===== config.mk =====
export PLATFORM = sky130hd
export DESIGN_NAME = alu_decode_unit
export DESIGN_NICKNAME = d
export VERILOG_FILES = /design/src/rtl/alu_ctrl_pkg.sv /design/src/rtl/alu_op_lookup.sv /design/src/rtl/alu_decode_unit.sv
export SDC_FILE = /design/constraint.sdc
export NUM_CORES = 1
export LEC_CHECK = 0
export CAP_MARGIN = 20
export CORE_MARGIN = 2
export CORE_UTILIZATION = 30
export CTS_BUF_LIST = sky130_fd_sc_hd__clkbuf_8 sky130_fd_sc_hd__clkbuf_16
export CTS_CLUSTER_DIAMETER = 40
export DETAILED_ROUTE_END_ITERATION = 16
export PLACE_DENSITY = 0.68
export SLEW_MARGIN = 20
export SYNTH_ARGS = -nofsm -noshare
export SYNTH_HDL_FRONTEND = slang
export SYNTH_SLANG_ARGS = --single-unit

===== constraint.sdc =====
create_clock -name clk -period 1.6 [get_ports clk]
set_input_delay 0.16 -clock clk [delete_from_list [all_inputs] [get_ports clk]]
set_output_delay 0.16 -clock clk [all_outputs]
set_load 0.03 [all_outputs]

===== src/rtl/alu_ctrl_pkg.sv =====
// Shared encodings for the registered ALU decode unit: ALU control codes,
// alu_op classes, funct7 patterns and the handshake FSM state type.
package alu_ctrl_pkg;

    localparam logic [4:0] ALU_ADD  = 5'b00000;
    localparam logic [4:0] ALU_SUB  = 5'b00001;
    localparam logic [4:0] ALU_AND  = 5'b00010;
    localparam logic [4:0] ALU_OR   = 5'b00011;
    localparam logic [4:0] ALU_XOR  = 5'b00100;
    localparam logic [4:0] ALU_SLT  = 5'b00101;
    localparam logic [4:0] ALU_SLTU = 5'b00110;
    localparam logic [4:0] ALU_SLL  = 5'b00111;
    localparam logic [4:0] ALU_SRL  = 5'b01000;
    localparam logic [4:0] ALU_SRA  = 5'b01001;

    localparam logic [1:0] ALU_OP_MEM    = 2'b00;
    localparam logic [1:0] ALU_OP_BRANCH = 2'b01;
    localparam logic [1:0] ALU_OP_ARITH  = 2'b10;
    localparam logic [1:0] ALU_OP_RSVD   = 2'b11;

    localparam logic [6:0] FUNCT7_BASE   = 7'b0000000;
    localparam logic [6:0] FUNCT7_ALT    = 7'b0100000;
    localparam logic [6:0] FUNCT7_MULDIV = 7'b0000001;

    typedef enum logic [1:0] {
        ST_IDLE  = 2'b00,
        ST_BUSY  = 2'b01,
        ST_VALID = 2'b10
    } state_t;

endpackage


===== src/rtl/alu_op_lookup.sv =====
// Combinational decode of alu_op/funct3/funct7/op5 into ALU control, M-op and
// illegal flags. RV32M decode is enabled by defining ALU_DECODE_MULDIV_EN.
module alu_op_lookup
    import alu_ctrl_pkg::*;
#(
    parameter int CTRL_W = 5
) (
    input  logic [1:0]        alu_op,
    input  logic [2:0]        funct3,
    input  logic [6:0]        funct7,
    input  logic              op5,
    output logic [CTRL_W-1:0] ctrl,
    output logic              is_muldiv,
    output logic              illegal
);

    logic isBase;
    logic isAlt;
    logic isMd;
    logic [4:0] code;
    logic muldiv;
    logic bad;

    assign isBase = (funct7 == FUNCT7_BASE);
    assign isAlt  = (funct7 == FUNCT7_ALT);
`ifdef ALU_DECODE_MULDIV_EN
    assign isMd   = op5 && (funct7 == FUNCT7_MULDIV);
`else
    assign isMd   = 1'b0;
`endif

    // I-type funct7 is immediate data, so only shift-immediates constrain it.
    always_comb begin
        code   = ALU_ADD;
        muldiv = 1'b0;
        bad    = 1'b0;
        case (alu_op)
            ALU_OP_MEM:    code = ALU_ADD;
            ALU_OP_BRANCH: code = ALU_SUB;
            ALU_OP_ARITH: begin
                if (isMd) begin
                    code   = {2'b10, funct3};
                    muldiv = 1'b1;
                end else begin
                    if (op5 && !isBase && !isAlt)
                        bad = 1'b1;
                    if (op5 && isAlt && funct3 != 3'b000 && funct3 != 3'b101)
                        bad = 1'b1;
                    case (funct3)
                        3'b000: code = (op5 && isAlt) ? ALU_SUB : ALU_ADD;
                        3'b001: begin
                            code = ALU_SLL;
                            if (!isBase)
                                bad = 1'b1;
                        end
                        3'b010: code = ALU_SLT;
                        3'b011: code = ALU_SLTU;
                        3'b100: code = ALU_XOR;
                        3'b101: begin
                            if (isAlt)
                                code = ALU_SRA;
                            else if (isBase)
                                code = ALU_SRL;
                            else
                                bad = 1'b1;
                        end
                        3'b110: code = ALU_OR;
                        default: code = ALU_AND;
                    endcase
                end
            end
            default: bad = 1'b1;
        endcase
        if (bad) begin
            code   = ALU_ADD;
            muldiv = 1'b0;
        end
    end

    assign ctrl      = CTRL_W'(code);
    assign is_muldiv = muldiv;
    assign illegal   = bad;

endmodule


===== src/rtl/alu_decode_unit.sv =====
// Registered, valid/ready ALU decode stage with multi-cycle mul/div occupancy.
// Define ALU_DECODE_MULDIV_EN to decode RV32M and enable the latency counter.
module alu_decode_unit
    import alu_ctrl_pkg::*;
#(
    parameter int CTRL_W     = 5,
    parameter int MULDIV_LAT = 4
) (
    input  logic              clk,
    input  logic              reset,
    input  logic              in_valid,
    output logic              in_ready,
    input  logic [1:0]        alu_op,
    input  logic [2:0]        funct3,
    input  logic [6:0]        funct7,
    input  logic              op5,
    output logic              out_valid,
    input  logic              out_ready,
    output logic [CTRL_W-1:0] alu_control,
    output logic              is_muldiv,
    output logic              illegal
);

    if (CTRL_W < 5 || MULDIV_LAT < 1) begin : gBadParams
        $error("alu_decode_unit: CTRL_W must be >= 5 and MULDIV_LAT >= 1");
    end

    logic [CTRL_W-1:0] lkCtrl;
    logic              lkMuldiv;
    logic              lkIllegal;

    alu_op_lookup #(.CTRL_W(CTRL_W)) uLookup (
        .alu_op    (alu_op),
        .funct3    (funct3),
        .funct7    (funct7),
        .op5       (op5),
        .ctrl      (lkCtrl),
        .is_muldiv (lkMuldiv),
        .illegal   (lkIllegal)
    );

    state_t            state_q, state_d;
    logic [CTRL_W-1:0] ctrl_q, ctrl_d;
    logic              muldiv_q, muldiv_d;
    logic              illegal_q, illegal_d;
    logic              accept;

`ifdef ALU_DECODE_MULDIV_EN
    localparam int CNT_W = (MULDIV_LAT > 1) ? $clog2(MULDIV_LAT) : 1;
    logic [CNT_W-1:0] cnt_q, cnt_d;
`endif

    assign in_ready    = (state_q == ST_IDLE) || ((state_q == ST_VALID) && out_ready);
    assign accept      = in_valid && in_ready;
    assign out_valid   = (state_q == ST_VALID);
    assign alu_control = ctrl_q;
    assign is_muldiv   = muldiv_q;
    assign illegal     = illegal_q;

    always_ff @(posedge clk) begin
        if (reset) begin
            state_q   <= ST_IDLE;
            ctrl_q    <= '0;
            muldiv_q  <= 1'b0;
            illegal_q <= 1'b0;
        end else begin
            state_q   <= state_d;
            ctrl_q    <= ctrl_d;
            muldiv_q  <= muldiv_d;
            illegal_q <= illegal_d;
        end
    end

`ifdef ALU_DECODE_MULDIV_EN
    always_ff @(posedge clk) begin
        if (reset)
            cnt_q <= '0;
        else
            cnt_q <= cnt_d;
    end
`endif

    // Acceptance overrides the drain-to-IDLE path so VALID can chain without a bubble.
    always_comb begin
        state_d   = state_q;
        ctrl_d    = ctrl_q;
        muldiv_d  = muldiv_q;
        illegal_d = illegal_q;
`ifdef ALU_DECODE_MULDIV_EN
        cnt_d     = cnt_q;
`endif
        case (state_q)
            ST_IDLE: ;
            ST_BUSY: begin
`ifdef ALU_DECODE_MULDIV_EN
                cnt_d = cnt_q - 1'b1;
                if (cnt_q <= CNT_W'(1))
                    state_d = ST_VALID;
`else
                state_d = ST_IDLE;
`endif
            end
            ST_VALID: begin
                if (out_ready && !in_valid)
                    state_d = ST_IDLE;
            end
            default: state_d = ST_IDLE;
        endcase
        if (accept) begin
            ctrl_d    = lkCtrl;
            muldiv_d  = lkMuldiv;
            illegal_d = lkIllegal;
            state_d   = ST_VALID;
`ifdef ALU_DECODE_MULDIV_EN
            if (lkMuldiv) begin
                cnt_d = CNT_W'(MULDIV_LAT - 1);
                if (MULDIV_LAT > 1)
                    state_d = ST_BUSY;
            end
`endif
        end
    end

endmodule


**Word-level counts from Yosys, hierarchy flattened**

Cells that the tools add are included.

- Bits in registers: 8
- Bits of input ports: 17
- Word-level logic and storage cells: 55

- Equality and inequality tests: 14
- Mux-type cells: 15
- Bitwise gates (word level): 1
- Reduce and logical (&&, ||, !) cells: 21

Operator list:

| kind | number |
|---|---|
| case mux 5 bit (7 select lines) | 1 |
| two-way mux 5 bit | 2 |
| case mux 5 bit (2 select lines) | 1 |
| equality test 3 bit (second input constant) | 3 |
| logical AND 1 bit | 8 |
| equality test 7 x 6 -> 1 bit (second input constant) | 1 |
| logical NOT 7 bit | 1 |
| equality test 3 x 2 -> 1 bit (second input constant) | 2 |
| two-way mux 1 bit | 5 |
| equality test 2 bit (second input constant) | 2 |
| logical NOT 2 bit | 2 |
| two-way mux 2 bit | 2 |
| two-way mux 4 bit | 1 |
| case mux 1 bit (2 select lines) | 2 |
| case mux 2 bit (2 select lines) | 1 |
| AND reduction 2 bit | 2 |
| OR reduction 2 bit | 2 |
| equality test 3 x 1 -> 1 bit (second input constant) | 1 |
| logical NOT 1 bit | 3 |
| logical NOT 3 bit | 1 |
| != test 3 x 1 -> 1 bit (second input constant) | 1 |
| != test 3 bit (second input constant) | 1 |
| nonzero test 3 bit | 1 |
| equality test 2 x 1 -> 1 bit (second input constant) | 1 |
| other kinds (4) | 4 |

**Logic depth before layout (Yosys ltp)**

Gate-level depths: netlist of run 1.

- Word-level depth: 11
- Mapped depth: 6

**Hierarchy**

A second synthesis of run 1 with hierarchy kept.

- Cells, all modules: 71
- Area, all modules: 635.6 µm²

Modules (own cells, without submodules):

| module | times used | cells each | area each (µm²) | sequential area each (µm²) |
|---|---|---|---|---|
| alu_decode_unit | 1 | 36 | 361.6 | 160.2 |
| alu_op_lookup | 1 | 35 | 274.0 | 0.0 |

**Worst setup path before layout of run 1**

Ideal clock, no wire load.

- Path kind: register -> register
- Start: register state_q[1]
- End: register ctrl_q[3] (netlist: alu_control[3])
- Arrival time: 1514 ps
- Data required time: 1530 ps
- Slack: 16 ps
- Stages on the path, launching flop included: 5
- Path buffers: 0
- Clock period less this slack: 1584 ps
- Cell sequence: dfxtp_1 -> nand2b_1 -> nand2_1 -> or4_1 -> a21oi_1

- Word-level cells in the longest chain between the ends: 4
- Elaborated cells on any way between the ends: 5
- Classes of those cells: eq/ne (1); reduce/logical (4)

Ends and longest elaborated chain:

| element | line | RTL |
|---|---|---|
| from (decl) | alu_decode_unit.sv:42 | `state_t state_q, state_d;` |
| from (signal assigned) | alu_decode_unit.sv:67 | `state_q <= state_d;` |
| equality test 2 bit | alu_decode_unit.sv:53 | `assign in_ready = (state_q == ST_IDLE) \|\| ((state_q == ST_VALID) && out_ready);` |
| logical AND 1 bit | alu_decode_unit.sv:53 |  |
| logical OR 1 bit * | alu_decode_unit.sv:53 |  |
| named net in_ready | alu_decode_unit.sv:12 | `output logic in_ready,` |
| logical AND 1 bit * | alu_decode_unit.sv:54 | `assign accept = in_valid && in_ready;` |
| to (signal assigned) | alu_decode_unit.sv:68 | `ctrl_q <= ctrl_d;` |
| to (decl) | alu_decode_unit.sv:43 | `logic [CTRL_W-1:0] ctrl_q, ctrl_d;` |

The timed path passes the listed nets; every way through them passes the cells marked *.
A chain may end at the register's enable or synchronous reset.

**Worst setup path in the final report of run 1**

- Start: input funct3[0]
- End: register ctrl_q[0] (netlist: alu_control[0])

- Word-level cells in the longest chain between the ends: 9
- Elaborated cells on any way between the ends: 19
- Classes of those cells: eq/ne (7); mux (8); reduce/logical (4)

Ends and longest elaborated chain:

| element | line | RTL |
|---|---|---|
| from (decl) | alu_decode_unit.sv:14 | `input logic [2:0] funct3,` |
| nonzero test 3 bit | alu_op_lookup.sv:47 | `if (op5 && isAlt && funct3 != 3'b000 && funct3 != 3'b101)` |
| logical AND 1 bit (2 in series) | alu_op_lookup.sv:47 |  |
| two-way mux 1 bit | alu_op_lookup.sv:47 |  |
| two-way mux 1 bit | alu_op_lookup.sv:53, alu_op_lookup.sv:62 |  |
| two-way mux 1 bit | alu_op_lookup.sv:60 | `if (isAlt)` |
| case mux 1 bit (2 select lines) | alu_op_lookup.sv:49 | `case (funct3)` |
| case mux 1 bit (2 select lines) | alu_op_lookup.sv:37 | `case (alu_op)` |
| two-way mux 5 bit * | alu_op_lookup.sv:74 | `if (bad) begin` |

Every way passes the cells marked *; elsewhere a longest branch is shown, timed or not.

==> summary.md, run 1 <==
| Metric | Value |
|---|---|
| Status | `finished clean` |
| H-tree depth | `1` |
| Max-Cap Viols | `0` |
| Top cells by area, synth | `dfxtp_1, ha_1, a21oi_1, inv_1, nand2_1` |
| Delay of the slowest critical-path stage | `540 ps` |
| Combinational Power Share | `30.8%` |
| WL per Instance | `12.0 um` |
| Gpl congestion | `0.833` |
| Initial antenna violation count | `0` |
| Nets | `120` |
| Worst Path Arrival | `1610 ps` |
| Area of the multi-input gates | `342 um^2` |
| Layout cell share with drive strength beyond 1 | `a little under a third` |
| Setup Viol. Count Final | `0` |
| Drt pass-1 iters | `4` |
| Switching share of total power | `26.7%` |
| Netlist cell types | `31` |
| Overflow after GRT | `0` |
| F_max | `about 670 MHz` |
| Largest net degree at the start of global routing | `8` |
| CTS clock-pin slew for the worst setup and hold paths | `40 ps` |
| CP startpoint | `funct3[0]` |
| FF+latch area | `120 um^2` |
| EDFF count, synth | `0` |
| Clk_skew | `0.242 ps` |
| CP Class | `primary input to flop` |
| Bufs on Longest Clock Path | `2` |
| Hold Crit Start | `funct7[2]` |
| Port buffer count | `23` |
| Sequential area share after synthesis | `between 20% and 30%` |
| Ant diodes | `0` |
| Fraction of registers with async set/reset | `0%` |
| Hold_buf cts | `0` |
| Final WL | `1370 um` |
| Yosys Warn Count | `0` |
| Total power | `0.559 mW` |
| Pwr Density | `628 mW/mm^2` |
| Cells after Synth | `59` |
| Unrepaired setup endpoints after global routing | `false` |
| Yosys top cell area share | `24.9%` |
| CTS tree | `built` |
| Reg2reg start | `state_q[1]$_SDFFE_PP0P_` |
| Cell Chain, Critical Path | `clkdlybuf4s50_1 > nand2b_4 > or4_4 > and4b_4 > a32o_1` |
| CP startpoint kind | `primary input` |
| Tmin final | `1500 ps` |
| Clk network pwr share | `between 40 and 50%` |
| Sequential power share | `28.2%` |
| Die area | `0.00194 mm^2` |
| First-pass GRT wire length | `roughly 2000 um` |
| Routed Antenna Nets | `0` |
| Root Buffer | `clkbuf_8` |
| Leakage | `0.406 nW` |
| Max-slew violations | `0` |
| Avg Cell Area, Syn | `8.16 um^2` |
| # DRC | `0` |
| Hold Fails Final Rpt | `0` |
| Worst path slowest cell | `clkdlybuf4s50_1` |
| Worst skew pair latency | `220 ps` |
| P&R area growth vs syn | `84.9%` |
| Cell taking the most area after synthesis | `dfxtp_1` |
| DR vias | `572` |
| Detailed Route Iter0 Violations | `12` |
| Total GRT Usage | `14.9%` |
| Switching pwr | `0.149 mW` |
| Die X | `44.1 um` |
| Final Cycle Share | `93.7%` |
| Ys flop type | `dfxtp_1` |
| Via density | `5.02` |
| Post-Syn Area | `between 400 and 500 um^2` |
| Hold Crit Class | `primary input to flop` |
| Peak VDD IR | `0.219 mV` |
| Hold Slack | `379 ps` |
| Initial Util | `32.0%` |
| HPWL Detailed | `1060 um` |
| Number of global-route vias before repair | `501` |
| Chip Height | `44.1 um` |
| Sink Count | `6` |
| Synthesized flop and latch total | `6` |
| Crit path max fanout | `4` |
| Rows | `14` |
| Core ar. | `about 0.0015 mm^2` |
| Internal cell power | `0.410 mW` |
| CP required | `1720 ps` |
| Layout fillers | `143` |
| Crit end category | `flop` |
| I/O pin cnt | `26` |
| Inserted Clock Buffers | `3` |
-- sequential cells by signal (all words and copies together) (netlist names) --
signal and flops:
alu_control 4, illegal 1, state_q 1
-- path summary, 6_finish.rpt --
kind                                                     to  slack (ps)  cells past startpoint
worst min-delay path            alu_control[3]$_SDFFE_PP0P_         380                      5
worst max register to register  alu_control[3]$_SDFFE_PP0P_         430                      4
worst min register to register  alu_control[3]$_SDFFE_PP0P_         450                      2
worst max-delay path            alu_control[0]$_SDFFE_PP0P_         100                      5
-- worst max-delay path, delay by kind of cell --
kind	cells	cell delay, ps
AOI/OAI and AO/OA	1	210
and+or+nand+nor	3	700
buffers and inverters	1	540
-- through the flow --
| step | setup slack [ps] | cells | TNS [ps] | area (um^2) | util (%) |
|---|---|---|---|---|---|
| after floorplan | 15.8 | 60 | 0 | 485 | - |
| after global placement | -262 | 110 | -1060 | 816 | 54.2 |
| after detailed placement | -294 | 110 | -1180 | 816 | 54.2 |
| after CTS | 55.1 | 113 | 0 | 857 | 56.9 |
| after global routing | 4.07 | 114 | 0 | 891 | 59.1 |
| final | 100 | 114 | 0 | 891 | 59.1 |
-- area by class of cell --
type,instances,share of cell area [%]
multi-input combinational,44,38.3
timing repair buffer,37,37.9
sequential,6,13.5
clock buffer,3,4.63
inverter,8,3.37
tap,16,2.25
-- logic make-up (layout without fill, tap and decap cells) --
kind of cell | count (synthesis) | count (layout) | synth area share, %
AOI/OAI and AO/OA | 15 | 15 | 23.9
and+or+nand+nor | 22 | 22 | 29.4
xor gates and xnor gates | 1 | 1 | 1.82
buffers and inverters | 10 | 48 | 9.35
other | 1 | 2 | 0.778
adders and majority gates | 3 | 3 | 7.79
DFF | 6 | 6 | 24.9
muxes | 1 | 1 | 2.08
-- power groups by stage --
stage	logic, mW	clock network [mW]	registers (mW)
after global placement	0.167	0	0.160
after global routing	0.187	0.238	0.158
after floorplan	0.0640	0	0.170
final	0.172	0.229	0.158
after detailed placement	0.169	0	0.160
after CTS	0.168	0.235	0.158
-- repair_timing --
action,4_1_cts,5_1_grt
pin swaps,1,5
resized for setup,4,6
buffers inserted,0,1
setup endpoints to repair,3,3
-- Yosys cell counts (2+ instances only) --
cell type and n:
o31ai_1 2, a21oi_1 6, nand2_1 6, buf_4 2, inv_1 7, ha_1 3, dfxtp_1 6, nand3_1 2
nor2_1 3
-- metal layers --
layer | GRT usage, % | vias up | share of wire (%)
met5 | 0 | - | 0
met3 | 4.49 | 6 | 7.0
met1 | 16.3 | 252 | 39
li1 | - | 293 | -
met4 | 13.9 | 0 | 3.2
met2 | 22.9 | 21 | 51
-- cell usage in the layout, fill, tap and decap left out, types with 2 or more instances in the layout --
cell type / count
buf_4: 15
dlygate4sd2_1: 2
inv_1: 6
nand3_1: 2
dlymetal6s2s_1: 3
a21oi_1: 6
inv_2: 2
clkbuf_8: 3
clkdlybuf4s50_1: 17
nor2_1: 3
dfxtp_1: 6
ha_1: 2
conb_1: 2
nand2_1: 6
(Power assumes the default switching activity.)
==> run 2: changes to the inputs <==
CORE_UTILIZATION = 37   (was 30)
PLACE_DENSITY = 0.81   (was 0.68)
==> run 2 against run 1 <==
Compared with the run above:
- cell count fell by 1.8%
- via count rose by 2.1%
- register-to-register slack got worse by 60 ps
- sequential cell count did not move
- clock-buffer cell count did not move
- sequential power barely moved
- die area fell by 17%
- clock skew rose by 4.4 ps
- fmax fell by 3.7%
- non-clock buffer count fell by 1
- largest power group unchanged
==> summary.md, run 2 (synthesized netlist as in run 1, its figures left out) <==
| Metric | Value |
|---|---|
| Rows | `13` |
| Crit path buf inv count | `2` |
| Die X | `40.1 um` |
| Delay of the slowest critical-path stage | `530 ps` |
| Largest net degree at the start of global routing | `8` |
| Final Util | `between 60% and 70%` |
| Via density | `5.21` |
| Crit path max fanout | `2` |
| DR vias | `584` |
| Tmin final | `1560 ps` |
| Unrepaired setup endpoints after global routing | `false` |
| Initial antenna violation count | `0` |
| CP startpoint | `funct7[5]` |
| Root Buffer | `clkbuf_8` |
| CTS clock-pin slew for the worst setup and hold paths | `30 ps` |
| Setup Viol. Count Final | `0` |
| Hold Crit Class | `flop to flop` |
| Ant diodes | `0` |
| Peak VDD IR | `0.345 mV` |
| Global-route met1 utilization | `between 10% and 20%` |
| Drt pass-1 iters | `4` |
| Final Cycle Share | `97.3%` |
| Critical Path Sink | `alu_control[0]$_SDFFE_PP0P_` |
| Max reg flops | `4` |
| Status | `finished clean` |
| HPWL Detailed | `1140 um` |
| Final non-filler cell total | `approximately 110` |
| Worst r2r dst | `alu_control[3]$_SDFFE_PP0P_` |
| CTS tree | `built` |
| Worst skew pair latency | `230 ps` |
| Number of global-route vias before repair | `540` |
| CP startpoint kind | `primary input` |
| Core ar. | `0.00125 mm^2` |
| Cell Chain, Critical Path | `clkdlybuf4s50_1 > inv_1 > or4_4 > and4b_4 > a32o_1` |
| Detailed Route Iter0 Violations | `12` |
| Grt met3 use | `3.33%` |
| Post-Place Cells | `109` |
| Reg2reg start | `state_q[1]$_SDFFE_PP0P_` |
| Hold Fails Final Rpt | `0` |
| Reg2Reg Setup Slack | `between 300 and 400 ps` |
| Routed Antenna Nets | `0` |
| Inserted Clock Buffers | `3` |
| Layout fillers | `121` |
| Port buffer count | `23` |
| Die area | `0.00161 mm^2` |
| Worst path slowest cell | `or4_4` |
| H-tree depth | `1` |
| Highest-count cells in the layout ignoring fill and taps | `clkdlybuf4s50_1, buf_4, inv_1` |
| Crit end category | `flop` |
| Nets | `119` |
| CP required | `1710 ps` |
| Leading cell type in the layout, fill and taps excluded | `clkdlybuf4s50_1` |
| Pwr Density | `646 mW/mm^2` |
| Initial Util | `around two fifths` |
| Crit path max-delay family | `simple AND/OR/NAND/NOR gates` |
| Chip Height | `40.1 um` |
| Worst Path Arrival | `1660 ps` |
| P&R area growth vs syn | `78.7%` |
| Sink Count | `6` |
| Bufs on Longest Clock Path | `2` |
| Critical path depth | `5` |
| Overflow after GRT | `0` |
| Max-slew violations | `0` |
| Leakage | `0.372 nW` |
| GR peak layer | `met2` |
| Clk_skew | `4.64 ps` |
| # DRC | `0` |
| R2r worst-path depth | `4` |
| Max-Cap Viols | `0` |
| Total GRT Usage | `18.4%` |
| Layout cell share with drive strength beyond 1 | `27.8%` |
| WL per Instance | `~12 um` |
| Met2 global-route usage | `36.3%` |
| F_max | `642 MHz` |
| First-pass GRT wire length | `between 1500 and 2000 um` |
| Final WL | `1350 um` |
| Gpl congestion | `0.890` |
| I/O pin cnt | `26` |
| CP Class | `primary input to flop` |
run 2: changes by cell type in the layout (fill, tap and decap cells not counted), sizes merged:
cell	previous run	this run
clkdlybuf4s50	17	20
dlymetal6s2s	3	0
buf	15	14
run 2: area by class of cell:
cell class	count	area (um^2)	share of cell area, %
timing repair buffer	36	323	37.5
sequential	6	120	14.0
clock buffer	3	41.3	4.80
multi-input combinational	44	328	38.1
tap	15	18.8	2.18
inverter	8	30.0	3.49
run 2: how the worst min path moves through the flow:
stage | end | start | cells after the start | slack, ps
detailed placement | alu_control[2]$_SDFFE_PP0P_ | alu_control[2]$_SDFFE_PP0P_ | 2 | 450
global placement | alu_control[1]$_SDFFE_PP0P_ | alu_control[1]$_SDFFE_PP0P_ | 2 | 440
global route | alu_control[2]$_SDFFE_PP0P_ | alu_control[2]$_SDFFE_PP0P_ | 2 | 490
CTS | alu_control[2]$_SDFFE_PP0P_ | alu_control[2]$_SDFFE_PP0P_ | 2 | 460
floorplan | illegal$_SDFFE_PP0P_ | reset | 1 | 220
finish | alu_control[2]$_SDFFE_PP0P_ | alu_control[2]$_SDFFE_PP0P_ | 2 | 460
run 2: report_power, final:
group	total, mW	switching, mW	internal, mW
logic	0.170	0.0773	0.0922
registers	0.158	0.00243	0.155
clock network	0.229	0.0672	0.162
total	0.556	0.147	0.409
run 2: worst min-delay path, cell delays in order, from the launching register on:
cell and delay [ps]:
dfxtp_1 300, nand2_1 50, o31ai_1 50
run 2: stage by stage:
| stage | power, mW | area [um^2] | worst slack, ps | hold slack, ps | TNS [ps] |
|---|---|---|---|---|---|
| floorplan | 0.234 | 485 | 15.8 | 225 | 0 |
| global placement | 0.325 | 815 | -258 | 439 | -1060 |
| detailed placement | 0.330 | 815 | -298 | 455 | -1240 |
| CTS | 0.557 | 856 | 49.6 | 456 | 0 |
| global route | 0.579 | 861 | 31.2 | 485 | 0 |
| finish | 0.556 | 861 | 43.5 | 458 | 0 |
run 2: per-layer routing:
layer | wire (um) | vias to the layer above | share of wire [%]
li1 | - | 287 | -
met1 | 511 | 260 | 38
met2 | 712 | 30 | 53
met3 | 78 | 7 | 5.8
met4 | 47 | 0 | 3.5
met5 | 0 | - | 0
run 2: repair_timing:
action | CTS | global route
cloned | 0 | 0
hold buffers | 0 | 0
setup endpoints to repair | 3 | 1
resized for setup | 3 | 1
buffers inserted | 0 | 0
pin swaps | 2 | 0
